<file path="src/rtl/mem_access_unit_pkg.sv">
`default_nettype none
// ============================================================================
// Module      : mem_pkg
// Description : Shared funct3 codes, FSM state encoding and store-lane helpers
//               for the MEM-stage load/store unit.
// Revision    : 1.0 - initial release
// ============================================================================
package mem_pkg;

  localparam logic [2:0] F3_B  = 3'b000;
  localparam logic [2:0] F3_H  = 3'b001;
  localparam logic [2:0] F3_W  = 3'b010;
  localparam logic [2:0] F3_BU = 3'b100;
  localparam logic [2:0] F3_HU = 3'b101;

  typedef enum logic [1:0] {
    S_IDLE = 2'd0,
    S_REQ  = 2'd1,
    S_DONE = 2'd2
  } state_t;

  typedef enum logic [1:0] {
    SZ_BYTE = 2'd0,
    SZ_HALF = 2'd1,
    SZ_WORD = 2'd2
  } size_t;

  // Stores only know SB/SH; the unsigned load codes fall through to word.
  function automatic size_t access_size(input logic [2:0] f3, input logic is_store);
    size_t sz;
    sz = SZ_WORD;
    if (f3 == F3_B || (!is_store && f3 == F3_BU))
      sz = SZ_BYTE;
    else if (f3 == F3_H || (!is_store && f3 == F3_HU))
      sz = SZ_HALF;
    return sz;
  endfunction

  function automatic logic [3:0] store_be(input size_t sz, input logic [1:0] lo);
    logic [3:0] be;
    case (sz)
      SZ_BYTE: be = 4'b0001 << lo;
      SZ_HALF: be = 4'b0011 << {lo[1], 1'b0};
      default: be = 4'b1111;
    endcase
    return be;
  endfunction

  function automatic logic [31:0] store_wdata(input size_t sz, input logic [31:0] data);
    logic [31:0] wd;
    case (sz)
      SZ_BYTE: wd = {4{data[7:0]}};
      SZ_HALF: wd = {2{data[15:0]}};
      default: wd = data;
    endcase
    return wd;
  endfunction

  function automatic logic is_misaligned(input size_t sz, input logic [1:0] lo);
    return ((sz == SZ_HALF) && lo[0]) || ((sz == SZ_WORD) && (lo != 2'b00));
  endfunction

endpackage
`default_nettype wire

</file>
<file path="src/rtl/mem_access_unit_if.sv">
`default_nettype none
// ============================================================================
// Module      : mem_access_unit_if
// Description : Data-memory req/ack bus between the load/store unit (master)
//               and the data memory (slave).
// Revision    : 1.0 - initial release
// ============================================================================
interface mem_access_unit_if;
  logic        req;
  logic        we;
  logic [31:0] addr;
  logic [31:0] wdata;
  logic [3:0]  be;
  logic [31:0] rdata;
  logic        ack;

  modport master (output req, we, addr, wdata, be, input rdata, ack);
  modport slave  (input req, we, addr, wdata, be, output rdata, ack);
endinterface
`default_nettype wire

</file>
<file path="src/rtl/mem_access_unit_load_formatter.sv">
`default_nettype none
// ============================================================================
// Module      : load_formatter
// Description : Extracts the addressed byte/halfword/word from a read beat and
//               sign- or zero-extends it to 32 bits.
// Revision    : 1.0 - initial release
// ============================================================================
module load_formatter
  import mem_pkg::*;
(
  input  logic [31:0] i_rdata,
  input  logic [1:0]  i_addr_lo,
  input  logic [2:0]  i_funct3,
  output logic [31:0] o_data
);

  logic [7:0]  w_byte;
  logic [15:0] w_half;

  always_comb begin
    w_byte = i_rdata[7:0];
    case (i_addr_lo)
      2'd1:    w_byte = i_rdata[15:8];
      2'd2:    w_byte = i_rdata[23:16];
      2'd3:    w_byte = i_rdata[31:24];
      default: w_byte = i_rdata[7:0];
    endcase
    // Halfword lane ignores addr[0]; an odd offset is either trapped upstream or tolerated.
    w_half = i_addr_lo[1] ? i_rdata[31:16] : i_rdata[15:0];

    o_data = i_rdata;
    case (i_funct3)
      F3_B:    o_data = {{24{w_byte[7]}}, w_byte};
      F3_BU:   o_data = {24'h000000, w_byte};
      F3_H:    o_data = {{16{w_half[15]}}, w_half};
      F3_HU:   o_data = {16'h0000, w_half};
      default: o_data = i_rdata;
    endcase
  end

endmodule
`default_nettype wire

</file>
<file path="src/rtl/mem_access_unit.sv">
`default_nettype none
// ============================================================================
// Module      : mem_access_unit
// Description : MEM-stage load/store unit with req/ack data-memory handshake,
//               timeout and optional misalignment trap (MEM_MISALIGN_TRAP_EN).
// Revision    : 1.0 - initial release
// ============================================================================
module mem_access_unit
  import mem_pkg::*;
#(
  parameter int unsigned TIMEOUT_CYCLES = 16
) (
  input  logic               clk,
  input  logic               reset,
  input  logic [31:0]        ALUresult_MEM,
  input  logic [31:0]        data2_MEM,
  input  logic               MemRead_MEM,
  input  logic               MemWrite_MEM,
  input  logic [2:0]         funct3_MEM,
  mem_access_unit_if.master  dmem,
  output logic               stall_MEM,
  output logic [31:0]        load_data_MEM,
  output logic               bus_err_MEM,
  output logic               misalign_MEM
);

  localparam logic [7:0] c_TIMEOUT_LAST = 8'(TIMEOUT_CYCLES - 1);

  state_t      r_state;
  state_t      w_next_state;
  logic [7:0]  r_count;
  logic        r_req;
  logic        r_we;
  logic [31:0] r_addr;
  logic [31:0] r_wdata;
  logic [3:0]  r_be;
  logic [31:0] r_load_data;
  logic        r_bus_err;
  logic        r_misalign;
  logic [1:0]  r_addr_lo;
  logic [2:0]  r_funct3;

  logic        w_acc;
  logic        w_is_store;
  size_t       w_size;
  logic        w_trap;
  logic        w_timeout;
  logic [31:0] w_load_fmt;

  assign w_acc      = MemRead_MEM | MemWrite_MEM;
  assign w_is_store = MemWrite_MEM;
  assign w_size     = access_size(funct3_MEM, w_is_store);
  assign w_timeout  = (r_count == c_TIMEOUT_LAST);

`ifdef MEM_MISALIGN_TRAP_EN
  assign w_trap = is_misaligned(w_size, ALUresult_MEM[1:0]);
`else
  assign w_trap = 1'b0;
`endif

  load_formatter u_load_fmt (
    .i_rdata   (dmem.rdata),
    .i_addr_lo (r_addr_lo),
    .i_funct3  (r_funct3),
    .o_data    (w_load_fmt)
  );

  always_ff @(posedge clk) begin
    if (reset) r_state <= S_IDLE;
    else       r_state <= w_next_state;
  end

  // DONE always drops stall so the held instruction retires exactly once.
  always_comb begin
    w_next_state = r_state;
    stall_MEM    = 1'b0;
    case (r_state)
      S_IDLE: begin
        if (w_acc) begin
          stall_MEM    = 1'b1;
          w_next_state = w_trap ? S_DONE : S_REQ;
        end
      end
      S_REQ: begin
        stall_MEM = 1'b1;
        if (dmem.ack || w_timeout) w_next_state = S_DONE;
      end
      S_DONE:  w_next_state = S_IDLE;
      default: w_next_state = S_IDLE;
    endcase
  end

  always_ff @(posedge clk) begin
    if (reset) begin
      r_req       <= 1'b0;
      r_we        <= 1'b0;
      r_addr      <= 32'h0;
      r_wdata     <= 32'h0;
      r_be        <= 4'h0;
      r_load_data <= 32'h0;
      r_bus_err   <= 1'b0;
      r_misalign  <= 1'b0;
      r_count     <= 8'h0;
      r_addr_lo   <= 2'b00;
      r_funct3    <= 3'b000;
    end else begin
      case (r_state)
        S_IDLE: begin
          if (w_acc) begin
            r_count <= 8'h0;
            if (w_trap) begin
              r_misalign  <= 1'b1;
              r_load_data <= 32'h0;
            end else begin
              r_req     <= 1'b1;
              r_we      <= w_is_store;
              r_addr    <= {ALUresult_MEM[31:2], 2'b00};
              r_be      <= w_is_store ? store_be(w_size, ALUresult_MEM[1:0]) : 4'b0000;
              r_wdata   <= store_wdata(w_size, data2_MEM);
              r_addr_lo <= ALUresult_MEM[1:0];
              r_funct3  <= funct3_MEM;
            end
          end
        end
        S_REQ: begin
          r_count <= r_count + 8'd1;
          if (dmem.ack) begin
            r_req <= 1'b0;
            if (!r_we) r_load_data <= w_load_fmt;
          end else if (w_timeout) begin
            r_req       <= 1'b0;
            r_bus_err   <= 1'b1;
            r_load_data <= 32'h0;
          end
        end
        S_DONE: begin
          r_bus_err  <= 1'b0;
          r_misalign <= 1'b0;
        end
        default: ;
      endcase
    end
  end

  assign dmem.req      = r_req;
  assign dmem.we       = r_we;
  assign dmem.addr     = r_addr;
  assign dmem.wdata    = r_wdata;
  assign dmem.be       = r_be;
  assign load_data_MEM = r_load_data;
  assign bus_err_MEM   = r_bus_err;
  assign misalign_MEM  = r_misalign;

endmodule
`default_nettype wire
</file>
<file path="src/flat_wrapper.sv">
// flat-port wrapper written by rule: the top's interface ports become plain ports
module mem_access_unit_flat import mem_pkg::*;
#(
  parameter int unsigned TIMEOUT_CYCLES = 16
)
  (clk, reset, ALUresult_MEM, data2_MEM, MemRead_MEM, MemWrite_MEM, funct3_MEM, stall_MEM, load_data_MEM, bus_err_MEM, misalign_MEM, dmem_req, dmem_we, dmem_addr, dmem_wdata, dmem_be, dmem_rdata, dmem_ack);
  mem_access_unit_if dmem_i ();
  input  logic clk;
  input  logic reset;
  input  logic [31:0] ALUresult_MEM;
  input  logic [31:0] data2_MEM;
  input  logic MemRead_MEM;
  input  logic MemWrite_MEM;
  input  logic [2:0] funct3_MEM;
  output logic stall_MEM;
  output logic [31:0] load_data_MEM;
  output logic bus_err_MEM;
  output logic misalign_MEM;
  output wire logic [$bits(dmem_i.req)-1:0] dmem_req;
  output wire logic [$bits(dmem_i.we)-1:0] dmem_we;
  output wire logic [$bits(dmem_i.addr)-1:0] dmem_addr;
  output wire logic [$bits(dmem_i.wdata)-1:0] dmem_wdata;
  output wire logic [$bits(dmem_i.be)-1:0] dmem_be;
  input wire logic [$bits(dmem_i.rdata)-1:0] dmem_rdata;
  input wire logic [$bits(dmem_i.ack)-1:0] dmem_ack;
  assign dmem_req = dmem_i.req;
  assign dmem_we = dmem_i.we;
  assign dmem_addr = dmem_i.addr;
  assign dmem_wdata = dmem_i.wdata;
  assign dmem_be = dmem_i.be;
  assign dmem_i.rdata = dmem_rdata;
  assign dmem_i.ack = dmem_ack;
  mem_access_unit #(.TIMEOUT_CYCLES(TIMEOUT_CYCLES)) u_core (.clk(clk), .reset(reset), .ALUresult_MEM(ALUresult_MEM), .data2_MEM(data2_MEM), .MemRead_MEM(MemRead_MEM), .MemWrite_MEM(MemWrite_MEM), .funct3_MEM(funct3_MEM), .dmem(dmem_i), .stall_MEM(stall_MEM), .load_data_MEM(load_data_MEM), .bus_err_MEM(bus_err_MEM), .misalign_MEM(misalign_MEM));
endmodule
</file>
<file path="config.mk">
export PLATFORM = sky130hd
export DESIGN_NAME = mem_access_unit_flat
export DESIGN_NICKNAME = d
export VERILOG_FILES = /design/src/rtl/mem_access_unit_pkg.sv /design/src/rtl/mem_access_unit_if.sv /design/src/rtl/mem_access_unit_load_formatter.sv /design/src/rtl/mem_access_unit.sv /design/src/flat_wrapper.sv
export SDC_FILE = /design/constraint.sdc
export NUM_CORES = 1
export LEC_CHECK = 0
export CAP_MARGIN = 0
export CORE_UTILIZATION = 35
export DETAILED_ROUTE_END_ITERATION = 6
export HOLD_SLACK_MARGIN = 0.15
export PLACE_DENSITY = 0.7
export SYNTH_ARGS = -nofsm -noshare
export SYNTH_HDL_FRONTEND = slang
export SYNTH_SLANG_ARGS = --single-unit
</file>
<file path="constraint.sdc">
create_clock -name clk -period 1.6 [get_ports clk]
set_clock_uncertainty 0.1 [all_clocks]
set_input_delay 0.32 -clock clk [delete_from_list [all_inputs] [get_ports clk]]
set_output_delay 0.32 -clock clk [all_outputs]
set_load 0.01 [all_outputs]
</file>
==> results of run 1 <==
-- layout by cell type (no fill, tap or decap), types with 4 or more instances in the layout --
cell type        count
nand2_1            118
dfxtp_1            110
dlygate4sd2_1      103
clkdlybuf4s50_1    100
a21oi_1             85
buf_4               60
nor2_1              21
mux2i_1             18
clkbuf_16           18
o211ai_1            17
a221o_1             14
a22o_1              12
o21ai_0             11
inv_1               10
nand3_1             10
o32ai_1              8
a211oi_1             8
buf_12               8
and3b_1              7
a211o_1              7
buf_6                7
o2bb2ai_2            6
nand2b_1             5
clkinvlp_4           5
nor3_1               4
clkinv_4             4
dfxtp_2              4
-- sequential cells by signal (all words and copies together), names as in the netlist --
name	count
u_core.load_data_MEM	32
u_core.dmem.addr	30
u_core.dmem.req	1
u_core.dmem.be	4
u_core.r_funct3	3
u_core.r_state	2
u_core.dmem.wdata	32
u_core.bus_err_MEM	1
u_core.r_count	8
u_core.r_addr_lo	2
u_core.dmem.we	1
-- metrics by stage --
step / utilization / hold slack (ns) / cell area, µm²
final: 0.599 / 0.226 / 8350
after global routing: 0.599 / 0.236 / 8350
after CTS: 0.596 / 0.210 / 8310
after detailed placement: 0.551 / 0.346 / 7680
after global placement: 0.551 / 0.340 / 7680
after floorplan: - / 0.356 / 5040
-- kinds of logic after synthesis --
group	Yosys count
simple gates	190
compound gates	183
flops	116
buf+inv	61
mux	21
fa+ha+maj	1
other cells	1
-- worst min-delay path: cells and delay by family --
kind	cells	cell delay [ns]
AOI/OAI and AO/OA	1	0.05
buffers and inverters	2	0.32
-- report_power, final --
part	switching, mW	leakage, nW	internal, mW
registers	0.134	0.955	3.11
clock network	1.44	0.262	2.14
logic	0.873	2.47	0.922
-- per-layer routing --
metal	wire (µm)	share of wire	track usage
met5	0	0	0
met4	541	0.032	0.124
met1	6720	0.39	0.258
met2	8220	0.48	0.389
met3	1600	0.094	0.0875
-- Yosys cell counts, drive strengths merged, types with 2 or more instances --
master / n / area [µm²]
o31ai: 2 / 15.0
a21oi: 86 / 434
mux2i: 18 / 180
nor2b: 3 / 18.8
o211ai: 17 / 128
nand3: 10 / 50.1
o32ai: 8 / 70.1
mux2: 3 / 37.5
a221o: 16 / 163
nand2: 118 / 443
a22o: 12 / 105
and3b: 7 / 61.3
buf: 24 / 180
clkbuf: 25 / 95.1
nor2: 21 / 78.8
nor3b: 5 / 42.5
dfxtp: 116 / 2320
o2bb2ai: 8 / 70.1
a211oi: 11 / 82.6
inv: 11 / 41.3
nand4: 2 / 12.5
o21ai: 12 / 60.1
a211o: 7 / 61.3
nand2b: 6 / 37.5
nor3: 9 / 55.1
-- worst max path at each step --
stage / depth (start not counted) / from / slack (ns) / to
6_report: 6 / u_core.r_count[7] / -0.14 / u_core.load_data_MEM[8]
3_5_place_dp: 5 / MemWrite_MEM / -0.52 / stall_MEM
3_3_place_gp: 5 / MemWrite_MEM / -0.54 / stall_MEM
2_1_floorplan: 5 / u_core.r_addr_lo[0] / -0.07 / u_core.load_data_MEM[10]
5_1_grt: 7 / u_core.r_count[0] / -0.21 / u_core.load_data_MEM[2]
4_1_cts: 7 / u_core.r_count[0] / -0.13 / u_core.load_data_MEM[8]
-- cell type report --
| type | count | area [µm²] |
|---|---|---|
| tap | 180 | 225 |
| clock buffer | 17 | 425 |
| sequential | 116 | 2330 |
| fill | 1209 | 5590 |
| inverter | 12 | 45.0 |
| multi-input combinational | 399 | 2530 |
| timing repair buffer | 281 | 2650 |
| clock inverter | 15 | 135 |
-- what timing repair did --
item | in CTS | in global routing
pin swaps | 8 | 4
buffers inserted | 5 | 1
cloned | 4 | 1
gates resized for setup | 135 | 9
endpoints found under the setup margin | 139 | 44
hold buffers | 0 | 0
hold endpoints to repair | 0 | 0
==> results.yml, run 1 <==
outcome:
  outcome: "finished, violations left"
  violations: "setup timing"
floorplanning:
  io_pins: 209
  core_um2: 13900
  rows: 43
  die_w_um: 122
  start_util: 0.359
  dieHeight_um: 122
  die-area_um2: 14800
grt:
  grt-ovfl-total: 0
  grt_first_pass_wirelength_um: 26600
  grt_pass1_vias: 5394
  antenna_found_initial: 0
  track_usage: 0.234
  grt_max_degree: 77
clock_tree:
  numCtsBuffers: 17
  cts_tree: "built"
  cts_root_buf: "clkbuf_16"
  insertion_delay_ns: 0.41
  clock_sinks: 116
  cts_buffer_depth: 2
  htree_levels: 4
  clk_pin_slew_ns: 0.06
timing:
  fmax_ghz: 0.573
  timing.final.crit_share: 1.09
  setup_ws_ns: -0.145
  slew-limit-headroom: 0.564
  worstMarginPinSlew_ns: 0.637
  finalSetupTns_ns: -3.58
  setup_viol: 33
  hold_viol: 0
  rsz0062_at_grt: "true"
  fin_crit_ns: 1.74
  slew_violations: 0
yosys:
  yosysSeqAreaShare: 0.464
  yosys.area_share.adder: 0.00250
  synth_compound_area_frac: 0.249
  ys_seq_elements: 116
  async_reset_ff_frac: 0
  synthSimpleGateAreaFrac: 0.176
  ys_types: 52
  synth-main-ff-cell: "dfxtp_1"
  synth_mux_area_frac: 0.0435
  syn_area_um2: 5000
  synthCells: 573
  synth_xor_xnor_area_share: 0
  yosys_warnings: 0
  synth-edff-count: 0
  synth_top_family_by_area: "compound AO/OA/AOI/OAI gates"
  avgSynthCellArea_um2: 8.73
final_layout:
  syn2layout_area_growth_pct: 66.8
  fin_nets: 932
  diodes: 0
  fin_cells: 1020
  drive_gt1_frac: 0.182
hold_path:
  hold_start: "reset"
  min_delay_path_depth: 3
  hold_path_end: "u_core.r_addr_lo[0]"
  hold_path_class: "in -> reg"
worst_setup_path:
  rr_endpoint: "u_core.load_data_MEM[8]"
  cp_slowest_cell: "dfxtp_1"
  worstPathArrival_ns: 1.96
  critPathMaxFanout: 8
  cp_top_family: "simple AND/OR/NAND/NOR gates"
  max_stage_delay_ns: 0.32
  end_kind: "flip-flop"
  critical_path_required_ns: 1.81
  path_cells: "nor4_2 > and4b_1 > nor3_4 > buf_6 > buf_12 > a22o_1"
  critical_path.startpoint_type: "flip-flop"
  reg2reg_slack_ns: -0.14
  crit_type: "reg -> reg"
  path_buf_inv: 2
  r2r_start: "u_core.r_count[7]"
  worstRegToRegCells: 6
placement:
  numPortBuffers: 205
  place_congestion: 0.870
  dp_cells: 979
  dp_slack_ns: -0.522
  place_hpwl_um: 12000
route:
  drc: 0
  ant_nets: 0
  drtIter0Drc: 227
  via_per_inst: 5.23
  vias: 5334
  routed_wl_um: 17100
  dr.pass1.iters: 4
  wl_per_cell_um: 16.7
power:
  ir_drop_uv: 801
  powerDensity_nw_per_um2: 1030
  power.leakage_nw: 3.69
  total_power_mw: 8.62
flow_run:
  cap_violations: 0
No activity file was read; power rests on OpenSTA's default activity.
==> run 2: changes to the inputs <==
--- a/config.mk
+++ b/config.mk
@@ -7,6 +7,7 @@
 export LEC_CHECK = 0
 export CAP_MARGIN = 0
 export CORE_UTILIZATION = 35
+export CTS_CLUSTER_DIAMETER = 80
 export DETAILED_ROUTE_END_ITERATION = 6
 export HOLD_SLACK_MARGIN = 0.15
 export PLACE_DENSITY = 0.7
==> results of run 2 <==
Same layout as run 1: the final DEF is identical, and so are final timing and power.
